**config.mk**
```make
export PLATFORM = sky130hd
export DESIGN_NAME = serial_subtractor_flat
export DESIGN_NICKNAME = d
export VERILOG_FILES = /design/src/rtl/serial_subtractor_if.sv /design/src/rtl/serial_subtractor.sv /design/src/flat_wrapper.sv
export SDC_FILE = /design/constraint.sdc
export NUM_CORES = 1
export LEC_CHECK = 0
export BUFFER_PORTS_ARGS = -buffer_cell sky130_fd_sc_hd__buf_2
export CORE_MARGIN = 3
export CORE_UTILIZATION = 40
export DETAILED_ROUTE_END_ITERATION = 7
export GPL_TIMING_DRIVEN = 0
export PLACE_DENSITY_LB_ADDON = 0.12
export SYNTH_ARGS = -nofsm -noshare
export SYNTH_HDL_FRONTEND = slang
export SYNTH_SLANG_ARGS = --single-unit
```
**constraint.sdc**
```tcl
create_clock -name clk -period 2.7 [get_ports clk]
set_input_delay 0.135 -clock clk [delete_from_list [all_inputs] [get_ports clk]]
set_output_delay 0.135 -clock clk [all_outputs]
set_load 0.01 [all_outputs]
```
**src/rtl/serial_subtractor_if.sv**
```systemverilog
// Operand/result bundle for the bit-serial subtractor.
// master drives the request side, slave is the subtractor itself.
interface serial_subtractor_if #(
    parameter int WIDTH = 16
);
    logic             io_start;
    logic [WIDTH-1:0] io_a;
    logic [WIDTH-1:0] io_b;
    logic             io_busy;
    logic             io_done;
    logic [WIDTH-1:0] io_c;
    logic             io_borrow;

    modport master (
        output io_start, io_a, io_b,
        input  io_busy, io_done, io_c, io_borrow
    );

    modport slave (
        input  io_start, io_a, io_b,
        output io_busy, io_done, io_c, io_borrow
    );
endinterface

```
**src/rtl/serial_subtractor.sv**
```systemverilog
// Bit-serial unsigned subtractor: c = (a - b) mod 2^WIDTH plus final borrow, one bit per cycle, LSB first.
// Latency: done pulses in the cycle after edge E0+WIDTH (start accepted at E0); start-to-start WIDTH+2 cycles.
// Backpressure: none; io_start is only sampled in IDLE and ignored while busy or done.
module serial_subtractor #(
    parameter int WIDTH = 16
) (
    input  logic                clk,
    input  logic                rst_n,
    serial_subtractor_if.slave  bus
);
    localparam int CW = (WIDTH > 1) ? $clog2(WIDTH) : 1;

    typedef enum logic [1:0] {
        IDLE = 2'd0,
        RUN  = 2'd1,
        DONE = 2'd2
    } state_t;

    state_t           state_q, state_d;
    logic [WIDTH-1:0] a_q, a_d;
    logic [WIDTH-1:0] b_q, b_d;
    logic [WIDTH-1:0] res_q, res_d;
    logic [CW-1:0]    cnt_q, cnt_d;
    logic             bw_q, bw_d;
    logic [WIDTH-1:0] c_q, c_d;
    logic             borrow_q, borrow_d;

    logic             bit_a;
    logic             bit_b;
    logic             diff_bit;
    logic             bw_nxt;
    logic [WIDTH-1:0] res_shift;

    // Full-subtractor slice for the bit currently selected by the counter
    assign bit_a     = a_q[cnt_q];
    assign bit_b     = b_q[cnt_q];
    assign diff_bit  = bit_a ^ bit_b ^ bw_q;
    assign bw_nxt    = (~bit_a & bit_b) | (~(bit_a ^ bit_b) & bw_q);
    assign res_shift = {diff_bit, res_q[WIDTH-1:1]};

    always_comb begin
        state_d  = state_q;
        a_d      = a_q;
        b_d      = b_q;
        res_d    = res_q;
        cnt_d    = cnt_q;
        bw_d     = bw_q;
        c_d      = c_q;
        borrow_d = borrow_q;

        unique case (state_q)
            IDLE: begin
                if (bus.io_start) begin
                    a_d     = bus.io_a;
                    b_d     = bus.io_b;
                    res_d   = '0;
                    cnt_d   = '0;
                    bw_d    = 1'b0;
                    state_d = RUN;
                end
            end
            RUN: begin
                res_d = res_shift;
                bw_d  = bw_nxt;
                // Last bit: publish straight from the shifter so io_c lands on this edge
                if (cnt_q == CW'(WIDTH - 1)) begin
                    c_d      = res_shift;
                    borrow_d = bw_nxt;
                    state_d  = DONE;
                end else begin
                    cnt_d = cnt_q + CW'(1);
                end
            end
            DONE: begin
                state_d = IDLE;
            end
            default: begin
                state_d = IDLE;
            end
        endcase
    end

    always_ff @(posedge clk or negedge rst_n) begin
        if (!rst_n) begin
            state_q  <= IDLE;
            a_q      <= '0;
            b_q      <= '0;
            res_q    <= '0;
            cnt_q    <= '0;
            bw_q     <= 1'b0;
            c_q      <= '0;
            borrow_q <= 1'b0;
        end else begin
            state_q  <= state_d;
            a_q      <= a_d;
            b_q      <= b_d;
            res_q    <= res_d;
            cnt_q    <= cnt_d;
            bw_q     <= bw_d;
            c_q      <= c_d;
            borrow_q <= borrow_d;
        end
    end

    assign bus.io_busy   = (state_q == RUN);
    assign bus.io_done   = (state_q == DONE);
    assign bus.io_c      = c_q;
    assign bus.io_borrow = borrow_q;
endmodule
```
**src/flat_wrapper.sv**
```systemverilog
// flat-port wrapper written by rule: the top's interface ports become plain ports
module serial_subtractor_flat 
#(
    parameter int WIDTH = 16
)
  (clk, rst_n, bus_io_start, bus_io_a, bus_io_b, bus_io_busy, bus_io_done, bus_io_c, bus_io_borrow);
  serial_subtractor_if #(.WIDTH(WIDTH)) bus_i ();
  input  logic clk;
  input  logic rst_n;
  input wire logic [$bits(bus_i.io_start)-1:0] bus_io_start;
  input wire logic [$bits(bus_i.io_a)-1:0] bus_io_a;
  input wire logic [$bits(bus_i.io_b)-1:0] bus_io_b;
  output wire logic [$bits(bus_i.io_busy)-1:0] bus_io_busy;
  output wire logic [$bits(bus_i.io_done)-1:0] bus_io_done;
  output wire logic [$bits(bus_i.io_c)-1:0] bus_io_c;
  output wire logic [$bits(bus_i.io_borrow)-1:0] bus_io_borrow;
  assign bus_i.io_start = bus_io_start;
  assign bus_i.io_a = bus_io_a;
  assign bus_i.io_b = bus_io_b;
  assign bus_io_busy = bus_i.io_busy;
  assign bus_io_done = bus_i.io_done;
  assign bus_io_c = bus_i.io_c;
  assign bus_io_borrow = bus_i.io_borrow;
  serial_subtractor #(.WIDTH(WIDTH)) u_core (.clk(clk), .rst_n(rst_n), .bus(bus_i));
endmodule
```
== After elaboration in Yosys (flattened, before gate mapping) ==
Index checks and enable logic that the tools add are counted.

* Add/subtract/negate cells: 1
* $lt $le $gt $ge: 1
* Equality and inequality tests: 6
* Mux-type cells: 14
* Bitwise gates (word level): 7
* Reductions and logical operators: 7

{| class="wikitable"
|+ Operators by type and width
! operator !! count
|-
| $pmux W16 S2 || 1
|-
| $mux W16 || 1
|-
| $bmux W1 S4 || 2
|-
| $mux W4 || 2
|-
| $pmux W4 S2 || 1
|-
| $reduce_and A2 Y1 || 4
|-
| $lt A4 B5 Y1 const B || 1
|-
| $add A4 B1 Y4 const B || 1
|-
| $eq A4 B4 Y1 const B || 1
|-
| $mux W2 || 2
|-
| $ne A2 B2 Y1 const B || 2
|-
| $pmux W2 S2 || 1
|-
| $mux W1 || 3
|-
| $reduce_and A3 Y1 || 1
|-
| $and A1 B1 Y1 || 2
|-
| $eq A2 B1 Y1 const B || 1
|-
| $eq A2 B2 Y1 const B || 1
|-
| $logic_not A2 Y1 || 1
|-
| $ne A2 B1 Y1 const B || 1
|-
| $not A1 Y1 || 2
|-
| $pmux W1 S2 || 1
|-
| $reduce_bool A2 Y1 || 1
|-
| $xor A1 B1 Y1 || 2
|-
| $or A1 B1 Y1 || 1
|}

* Flip-flop bits (word level): 72
* Bits of input ports: 35
* Output and inout bits: 19
* Logic and storage cells: 44

== Longest topological paths before layout ==
Gate-level depths: netlist of the first run.

* Depth after elaboration: 7
* Depth in mapped cells: 7
* Gate-level depth less buffers: 6

== Least setup slack after synthesis of the first run ==
No wires, ideal clock.

* Path kind: register to register
* Start point: register u_core.cnt_q[0]
* End point: register u_core.c_q[15] (netlist: u_core.bus.io_c[15])
* Library setup time: 125 ps
* Arrival time: 2069 ps
* Required time: 2575 ps
* Slack: 506 ps
* Stages on the path, launching flop included: 7
* Path buffers: 1
* Clock period less this slack: 2194 ps
* Path through: dfrtp_1 buf_6 mux4_1 a22oi_1 nand3_1 fa_1 mux2_2

* Cells in the longest elaborated chain, start to end: 4
* Elaborated cells between the ends (all ways): 8
* Those cells by class: eq/ne: 1; mux: 4; bitwise: 2; reduce/logical: 1

{| class="wikitable"
|+ Ends and longest elaborated chain
! what !! line !! source
|-
| start: declaration || serial_subtractor.sv:23 || <nowiki>logic [CW-1:0] cnt_q, cnt_d;</nowiki>
|-
| start signal: assignment || serial_subtractor.sv:98 || <nowiki>cnt_q <= cnt_d;</nowiki>
|-
| $bmux W1 S4 (on tied branches) || serial_subtractor.sv:35, serial_subtractor.sv:36 ||
|-
| $mux W1 (on tied branches) || serial_subtractor.sv:35, serial_subtractor.sv:36 ||
|-
| $xor A1 B1 Y1 * (2 in series) || serial_subtractor.sv:37 || <nowiki>assign diff_bit = bit_a ^ bit_b ^ bw_q;</nowiki>
|-
| net u_core.diff_bit || serial_subtractor.sv:30 || <nowiki>logic diff_bit;</nowiki>
|-
| end signal: assignment || serial_subtractor.sv:91 || <nowiki>c_q <= '0;</nowiki>
|-
| end signal: assignment || serial_subtractor.sv:100 || <nowiki>c_q <= c_d;</nowiki>
|-
| end: declaration || serial_subtractor.sv:25 || <nowiki>logic [WIDTH-1:0] c_q, c_d;</nowiki>
|}

Mark *: on every way through the listed nets, which the timed path passes. The rest lies on a longest branch. The select of a mux whose other input is x is not followed.
A chain may end at the register's enable or synchronous reset.

== Worst setup path after layout of the first run ==
Ends and elaborated chain as after synthesis.

==> results.py, run 1 <==
metrics = {
    "power_and_ir_drop": {
        "power-per-cell-area_nw_per_um2": 1140,
        "p_leak_nw": 1.72,
        "ir_worst_vdd_mv": 0.577,
    },
    "route": {
        "via_count": 1926,
        "routedWlPerCell_microns": 14.3,
        "viasPerCell": 4.93,
        "drtPass1Iterations": 4,
        "remaining_drc_errors": 0,
        "ant_nets": 0,
        "routed_wl_microns": 5600,
        "first_iter_violations": 71,
    },
    "global_routing": {
        "grt_pass1_vias": 1970,
        "antenna_found_initial": 0,
        "grt_pass1_wl_microns": 9540,
        "overflow": 0,
        "grtUsageTotal": 0.144,
        "grt_max_degree": 38,
    },
    "placed_design": {
        "place_congestion": 0.679,
        "dp_slack_ps": 282,
        "post-dp-hpwl_microns": 3900,
        "portBuffers": 53,
    },
    "critical_path": {
        "crit_required_ps": 2930,
        "critPathLaunch": "u_core.cnt_q[0]$_DFFE_PN0P_",
        "cp-start-kind": "register",
        "slowest_delay_ps": 590,
        "cp_cell_sequence": "buf_6 -> mux4_1 -> a22oi_1 -> nand3_1 -> fa_1 -> mux2_2",
        "rr_startpoint": "u_core.cnt_q[0]$_DFFE_PN0P_",
        "critPathArrivalTime_ps": 2620,
        "cp-end-kind": "register",
        "r2r_cells": 6,
        "path_max_fanout": 10,
        "crit_type": "register to register",
        "slowest_stage": "mux4_1",
    },
    "synth": {
        "synth.area.mux_share": 0.252,
        "synth_edf_count": 0,
        "synth_fa_ha_area_frac": 0.0107,
        "yosys_warnings": 0,
        "seq_area_frac_synth": 0.585,
        "synth-xor-area-share": 0,
        "synth_top_family_by_area": "multiplexers",
        "synthFlopType": "dfrtp_1",
        "synth_fp_nets": 258,
        "syn_avg_cell_area_sq_um": 13.8,
        "ys_ff_latch": 71,
        "synth_cells": 221,
        "syn-cell-area_sq_um": 3040,
        "synthArstFlopShare": 1.00,
        "ys_types": 31,
        "synth-simple-area-share": 0.0795,
        "synth_compound_area_frac": 0.0473,
    },
    "timing": {
        "tightest_slew_ps": 544,
        "finalMaxSlewViolations": 0,
        "min_period_over_period": 0.885,
        "rsz0062_at_grt": "false",
        "max_freq_ghz": 0.419,
        "post-route-min-period_ps": 2390,
        "setup_violations": 0,
        "max-slew-margin-rel": 0.636,
        "layout_setup_ws_ps": 311,
        "tns_ps": 0,
        "hold_viol": 0,
        "fin_skew_ps": 15.4,
    },
    "final_layout": {
        "final_cell_mix": "dfrtp_1, buf_2, mux2_2",
        "fin_nets": 324,
        "drive_gt1_frac": 0.462,
        "layout_commonest_cell": "dfrtp_1",
        "syn2layout_area_growth_pct": 21.1,
        "antenna_cells": 0,
    },
    "die": {
        "coreArea_sq_um": 7330,
        "io_pins": 54,
        "die_w_microns": 93.2,
        "num_rows": 31,
        "die_h_microns": 93.2,
        "dieArea_sq_um": 8680,
        "initial_core_util": 0.415,
    },
    "clock_tree": {
        "ctsLongestPathBuffers": 2,
        "cts_tree": "done",
        "clkLatencyLatePin_ps": 340,
        "clkTransAtPathRegs_ps": 80,
        "h-tree-depth": 3,
        "cts-root-buf": "clkbuf_8",
        "numCtsBuffers": 9,
        "cts_sinks": 71,
    },
    "hold_path": {
        "min_from": "bus_io_b[7]",
        "min_path_type": "primary input to register",
        "worstHoldPathCells": 2,
    },
    "job": {
        "maxCapViolCount": 0,
    },
    "outcome": {
        "outcome": "finished clean",
    },
}
==> metal layers <==
layer,part of all wire,routed length [microns],vias to the layer above,GRT usage
met5,0,0,-,0
met4,0.0091,51,0,0.0403
met3,0.058,322,4,0.0571
met2,0.47,2640,46,0.222
met1,0.46,2590,951,0.189
li1,-,-,925,-
==> registers in the layout (all words and copies together), names as in the netlist <==
register,flops
u_core.cnt_q,4
u_core.b_q,16
u_core.state_q,2
u_core.bw_q,1
u_core.res_q,15
u_core.a_q,16
u_core.bus.io_c,16
u_core.bus.io_borrow,1
==> worst max-delay path, delay by kind of cell, from the launching register on <==
family	cells	cell delay (ps)
compound gates	1	190
fa+ha+maj	1	520
buf+inv	1	190
flops	1	370
mux	2	860
simple gates	1	150
==> path summary, 6_finish.rpt <==
check / endpoint / slack [ps]
setup / recovery: u_core.bus.io_c[15]$_DFFE_PN0P_ / 310
min in group asynchronous: u_core.bus.io_c[7]$_DFFE_PN0P_ / 280
hold reg to reg: u_core.a_q[9]$_DFFE_PN0P_ / 500
max in group asynchronous: u_core.b_q[1]$_DFFE_PN0P_ / 1860
setup reg to reg: u_core.bus.io_c[15]$_DFFE_PN0P_ / 310
hold / removal: u_core.b_q[7]$_DFFE_PN0P_ / 20
==> report_power, final <==
group          switching (mW)  internal, mW  total [mW]
Sequential              0.264          1.54        1.81
Clock                   0.405         0.521       0.926
Combinational           0.656         0.803        1.46
==> what timing repair did <==
action                                  4_1_cts  5_1_grt
hold endpoints to repair                     34        0
endpoints found under the setup margin        0        0
hold buffers                                  1        0
buffers inserted                              0        0
gates resized for setup                       0        0
==> through the flow <==
step                      utilization  hold WS, ps  cells  area (sq um)  power, mW
final                           0.502         22.2    391          3680       4.19
after global routing            0.502         5.32    391          3680       4.53
after CTS                       0.502         7.64    391          3680       4.27
after detailed placement        0.471          121    374          3450       3.33
after global placement          0.468          367    373          3430       3.29
after floorplan                     -         -161    221          3040       2.88
==> kinds of logic (layout without fill, tap and decap cells) <==
logic type | Yosys count | in the layout
DFF | 71 | 71
and+or+nand+nor | 50 | 50
AOI/OAI and AO/OA | 25 | 25
muxes | 58 | 58
adders and majority gates | 2 | 2
buffers and inverters | 15 | 86
==> cell type report <==
type	count	area [sq um]
Buffer	12	68.8
Timing Repair Buffer	55	298
Fill cell	683	3650
Multi-Input combinational cell	135	1180
Sequential cell	71	1780
Tap cell	99	124
Clock buffer	9	124
Clock inverter	7	95.1
Inverter	3	11.3
==> synthesized netlist by cell type, types with 2 or more instances <==
master / number / area (sq um)
inv_1: 2 / 7.51
o21ai_0: 16 / 80.1
buf_6: 2 / 22.5
nand2_1: 35 / 131
mux4_2: 2 / 45.0
nor2b_1: 4 / 25.0
a22oi_1: 2 / 15.0
mux2_2: 49 / 552
nand3_1: 4 / 20.0
mux4_1: 6 / 158
dfrtp_1: 71 / 1780
clkbuf_1: 3 / 11.3
a21oi_1: 2 / 10.0
buf_2: 6 / 30.0
Note: power is estimated with default switching activity, not from simulation.
==> inputs of run 2 (changes only) <==
- CORE_ASPECT_RATIO: unset -> 0.8
- CTS_BUF_LIST: unset -> sky130_fd_sc_hd__clkbuf_8
==> run 2 against run 1 <==
  * Wire length up 2.4%
  * Sequential cell count unchanged
  * Non-clock buffer count is 1 higher
  * Utilization is 2.0 points higher
  * Largest power group unchanged
  * Sequential power about the same
  * Register-to-register slack better by 40 ps
==> results.py, run 2 (same netlist as run 1, synthesis figures left out) <==
metrics = {
    "outcome": {
        "outcome": "finished clean",
    },
    "placed_design": {
        "place_congestion": 0.730,
        "portBuffers": 53,
        "post-dp-hpwl_microns": 4020,
    },
    "global_routing": {
        "overflow": 0,
        "antenna_found_initial": 0,
        "grt_pass1_vias": 1869,
        "grt_pass1_wl_microns": 9540,
        "grtUsageTotal": 0.145,
        "grt_max_degree": 51,
    },
    "timing": {
        "fin_skew_ps": 7.37,
        "setup_violations": 0,
        "post-route-min-period_ps": 2350,
        "tns_ps": 0,
        "hold_viol": 0,
        "rsz0062_at_grt": "false",
        "min_period_over_period": 0.871,
        "holdWs_ps": 21.6,
        "tightest_slew_ps": 472,
        "max-slew-margin-rel": 0.685,
        "finalMaxSlewViolations": 0,
        "max_freq_ghz": 0.425,
    },
    "job": {
        "maxCapViolCount": 0,
    },
    "hold_path": {
        "worstHoldPathCells": 2,
        "min_from": "bus_io_b[7]",
        "min_to": "u_core.b_q[7]$_DFFE_PN0P_",
        "min_path_type": "primary input to register",
    },
    "die": {
        "initial_core_util": 0.426,
        "dieArea_sq_um": 8690,
        "num_rows": 27,
        "die_h_microns": 84.0,
        "die_w_microns": 103,
        "io_pins": 54,
        "coreArea_sq_um": 7130,
    },
    "final_layout": {
        "layout_commonest_cell": "dfrtp_1",
        "regArea_sq_um": 1780,
        "drive_gt1_frac": 0.457,
        "final_cell_mix": "dfrtp_1, buf_2, mux2_2",
        "antenna_cells": 0,
        "multi_input_area_sq_um": 1180,
        "syn2layout_area_growth_pct": 22.3,
        "fin_nets": 325,
        "nFillCells": 641,
    },
    "route": {
        "first_iter_violations": 102,
        "via_count": 1901,
        "remaining_drc_errors": 0,
        "routed_wl_microns": 5740,
        "ant_nets": 0,
        "drtPass1Iterations": 4,
        "viasPerCell": 4.82,
        "routedWlPerCell_microns": 14.6,
    },
    "clock_tree": {
        "ctsLongestPathBuffers": 2,
        "h-tree-depth": 3,
        "clkLatencyLatePin_ps": 340,
        "cts_tree": "done",
        "postCtsSetupBuffers": 0,
        "cts-root-buf": "clkbuf_8",
        "clkTransAtPathRegs_ps": 80,
        "cts_sinks": 71,
        "numCtsBuffers": 9,
    },
    "critical_path": {
        "r2r_cells": 6,
        "cp-start-kind": "register",
        "path_max_fanout": 10,
        "critPathLaunch": "u_core.cnt_q[0]$_DFFE_PN0P_",
        "rr_startpoint": "u_core.cnt_q[0]$_DFFE_PN0P_",
        "crit_required_ps": 2930,
        "critPathArrivalTime_ps": 2580,
        "crit_type": "register to register",
        "r2r_end": "u_core.bus.io_c[15]$_DFFE_PN0P_",
        "timing.reg2reg.setup_slack_ps": 350,
        "cp-end-kind": "register",
    },
    "power_and_ir_drop": {
        "p_leak_nw": 1.75,
        "power-per-cell-area_nw_per_um2": 1150,
        "ir_worst_vdd_mv": 0.442,
    },
}
[run 2: changes by cell type in the layout (fill, tap and decap cells not counted), sizes merged]
| cell | change |
|---|---|
| bufinv | +1 |
| clkinvlp | -1 |
| dlygate4sd3 | +1 |
[run 2: timing repair]
action                    CTS  global route
hold endpoints to repair   21             1
hold buffers                1             1
gates resized for setup     0             0
[run 2: worst max path at each step]
stage	end	slack [ps]
CTS	u_core.bus.io_c[15]$_DFFE_PN0P_	330
floorplan	u_core.bus.io_c[15]$_DFFE_PN0P_	510
detailed placement	u_core.bus.io_c[15]$_DFFE_PN0P_	330
finish	u_core.bus.io_c[15]$_DFFE_PN0P_	350
global placement	u_core.bus.io_c[15]$_DFFE_PN0P_	330
global route	u_core.bus.io_c[15]$_DFFE_PN0P_	230
[run 2: power breakdown]
| part | total [mW] | internal, mW | switching (mW) |
|---|---|---|---|
| registers | 1.82 | 1.55 | 0.271 |
| logic | 1.47 | 0.805 | 0.670 |
| clock network | 0.999 | 0.609 | 0.391 |
[run 2: critical path, stage by stage, from the launching register on]
cell and delay [ps]:
dfrtp_1 370, buf_6 180, mux4_1 570, a22oi_1 190
nand3_1 140, fa_1 520, mux2_2 280
[run 2: per-stage QoR]
step	cells	util	setup slack [ps]	instance area (sq um)	power (mW)
finish	394	0.522	350	3720	4.29
global route	394	0.522	229	3720	4.65
CTS	393	0.520	326	3710	4.36
detailed placement	376	0.486	333	3460	3.34
global placement	375	0.481	332	3430	3.29
floorplan	221	-	506	3040	2.88
[run 2: area by class of cell]
| class | instances | area share |
|---|---|---|
| Clock buffer | 9 | 0.0333 |
| Timing Repair Buffer | 56 | 0.0848 |
| Inverter | 3 | 0.00303 |
| Sequential cell | 71 | 0.478 |
| Clock inverter | 7 | 0.0303 |
| Buffer | 12 | 0.0185 |
| Tap cell | 101 | 0.0340 |
| Multi-Input combinational cell | 135 | 0.318 |
[run 2: per-layer routing]
| metal | share of wire | up-vias | GRT usage |
|---|---|---|---|
| met5 | 0 | - | 0 |
| met4 | 0.013 | 0 | 0.0471 |
| met3 | 0.062 | 7 | 0.0510 |
| met2 | 0.43 | 51 | 0.194 |
| met1 | 0.49 | 924 | 0.218 |
| li1 | - | 919 | - |
==> inputs of run 3 (changes only) <==
- CELL_PAD_IN_SITES_DETAIL_PLACEMENT: unset -> 0
- CELL_PAD_IN_SITES_GLOBAL_PLACEMENT: unset -> 1
==> run 3 against run 2 <==
  * First-iteration DRC count is 23% higher
  * Total power is 4.0% lower
  * Worst setup slack worse by 38 ps
  * Clock skew hardly changed
  * Critical path depth stayed put
  * Sequential power hardly changed
  * Via count is 2.4% higher
  * Register-to-register slack worse by 40 ps
  * Sequential share of layout area hardly changed
  * Critical path type unchanged
  * Largest cell class unchanged
  * Largest power group unchanged
==> results.py, run 3 (same netlist as run 1, synthesis figures left out) <==
metrics = {
    "global_routing": {
        "grtUsageTotal": 0.147,
        "grt_pass1_vias": 1967,
        "grt_max_degree": 72,
        "overflow": 0,
        "grt_pass1_wl_microns": 9700,
        "antenna_found_initial": 0,
    },
    "timing": {
        "post-route-min-period_ps": 2390,
        "hold_viol": 0,
        "holdWs_ps": 16.9,
        "rsz0062_at_grt": "false",
        "min_period_over_period": 0.885,
        "setup_violations": 0,
        "tns_ps": 0,
        "max_freq_ghz": 0.419,
        "tightest_slew_ps": 505,
        "max-slew-margin-rel": 0.662,
        "finalMaxSlewViolations": 0,
        "fin_skew_ps": 7.19,
    },
    "die": {
        "io_pins": 54,
        "die_h_microns": 84.0,
        "initial_core_util": 0.426,
        "die_w_microns": 103,
        "dieArea_sq_um": 8690,
        "num_rows": 27,
        "coreArea_sq_um": 7130,
    },
    "hold_path": {
        "min_path_type": "primary input to register",
    },
    "placed_design": {
        "post-dp-hpwl_microns": 3950,
        "place_congestion": 0.674,
        "dpl_cell_area_sq_um": 3460,
        "portBuffers": 53,
    },
    "critical_path": {
        "cp_cell_sequence": "buf_6 -> mux4_1 -> a22oi_1 -> nand3_1 -> fa_1 -> mux2_2",
        "crit_required_ps": 2940,
        "critPathArrivalTime_ps": 2620,
        "path_max_fanout": 10,
        "slowest_delay_ps": 590,
        "critPathTopFamily": "multiplexers",
        "cp-start-kind": "register",
        "cp-end-kind": "register",
        "slowest_stage": "mux4_1",
        "crit_type": "register to register",
        "cp_num_buf_inv": 1,
    },
    "final_layout": {
        "fin_area_sq_um": 3720,
        "fin_nets": 330,
        "antenna_cells": 0,
        "syn2layout_area_growth_pct": 22.4,
        "final_cell_mix": "dfrtp_1, buf_2, mux2_2",
        "drive_gt1_frac": 0.446,
        "layout_commonest_cell": "dfrtp_1",
    },
    "power_and_ir_drop": {
        "p_leak_nw": 1.75,
        "power-per-cell-area_nw_per_um2": 1110,
        "ir_worst_vdd_mv": 0.394,
    },
    "clock_tree": {
        "post_cts_resized": 0,
        "cts-root-buf": "clkbuf_8",
        "clkLatencyLatePin_ps": 350,
        "ctsLongestPathBuffers": 2,
        "clkTransAtPathRegs_ps": 70,
        "numCtsBuffers": 9,
        "postCtsSetupBuffers": 0,
        "cts_tree": "done",
        "cts_sinks": 71,
        "cts_hold_repair.buffers": 7,
        "h-tree-depth": 3,
    },
    "outcome": {
        "outcome": "finished clean",
    },
    "route": {
        "ant_nets": 0,
        "drtPass1Iterations": 5,
        "first_iter_violations": 125,
        "viasPerCell": 4.88,
        "routed_wl_microns": 5800,
        "remaining_drc_errors": 0,
        "routedWlPerCell_microns": 14.5,
        "via_count": 1947,
    },
    "job": {
        "maxCapViolCount": 0,
    },
}
run 3: cell count changes in the layout (fill, tap and decap cells not counted), sizes merged:
cell	before	now
dlygate4sd3	2	7
bufinv	3	1
clkbuf	13	14
inv	4	5
run 3: layer usage:
metal | vias up | part of all wire | global-route usage
met5 | - | 0 | 0
met3 | 10 | 0.050 | 0.0443
met4 | 0 | 0.020 | 0.0635
met1 | 965 | 0.49 | 0.211
met2 | 46 | 0.44 | 0.204
li1 | 926 | - | -
run 3: path summary, 6_finish.rpt:
check | start | to | slack [ps] | cells after the start
hold reg to reg | u_core.bus.io_c[4]$_DFFE_PN0P_ | u_core.bus.io_c[4]$_DFFE_PN0P_ | 500 | 1
max in group asynchronous | rst_n | u_core.b_q[15]$_DFFE_PN0P_ | 2070 | 3
setup / recovery | u_core.cnt_q[0]$_DFFE_PN0P_ | u_core.bus.io_c[15]$_DFFE_PN0P_ | 310 | 6
hold / removal | bus_io_b[7] | u_core.b_q[7]$_DFFE_PN0P_ | 20 | 2
min in group asynchronous | rst_n | u_core.bus.io_c[4]$_DFFE_PN0P_ | 330 | 3
setup reg to reg | u_core.cnt_q[0]$_DFFE_PN0P_ | u_core.bus.io_c[15]$_DFFE_PN0P_ | 310 | 6
run 3: cell type report:
type | count | area, sq um
clock buffer | 10 | 138
multi-input combinational | 135 | 1180
tap | 101 | 126
timing repair buffer | 61 | 365
sequential | 71 | 1780
buffer | 12 | 68.8
inverter | 3 | 11.3
clock inverter | 6 | 52.6
fill | 654 | 3410
run 3: report_power, final:
| group | switching, mW | internal [mW] | leakage, nW |
|---|---|---|---|
| clock network | 0.376 | 0.440 | 0.108 |
| logic | 0.675 | 0.812 | 0.756 |
| registers | 0.270 | 1.55 | 0.886 |
| total | 1.32 | 2.80 | 1.75 |
run 3: through the flow:
stage               power (mW)  setup WS [ps]  utilization  instances
floorplan                 2.88            506            -        221
global placement          3.30            330        0.481        375
detailed placement        3.34            293        0.486        376
CTS                       4.18            285        0.522        399
global route              4.45            184        0.522        399
finish                    4.12            311        0.522        399
run 3: worst register-to-register path, cell delays in order (launching register included):
cell and delay [ps]:
dfrtp_1 370, buf_6 180, mux4_1 590, a22oi_1 190, nand3_1 150, fa_1 520, mux2_2 280
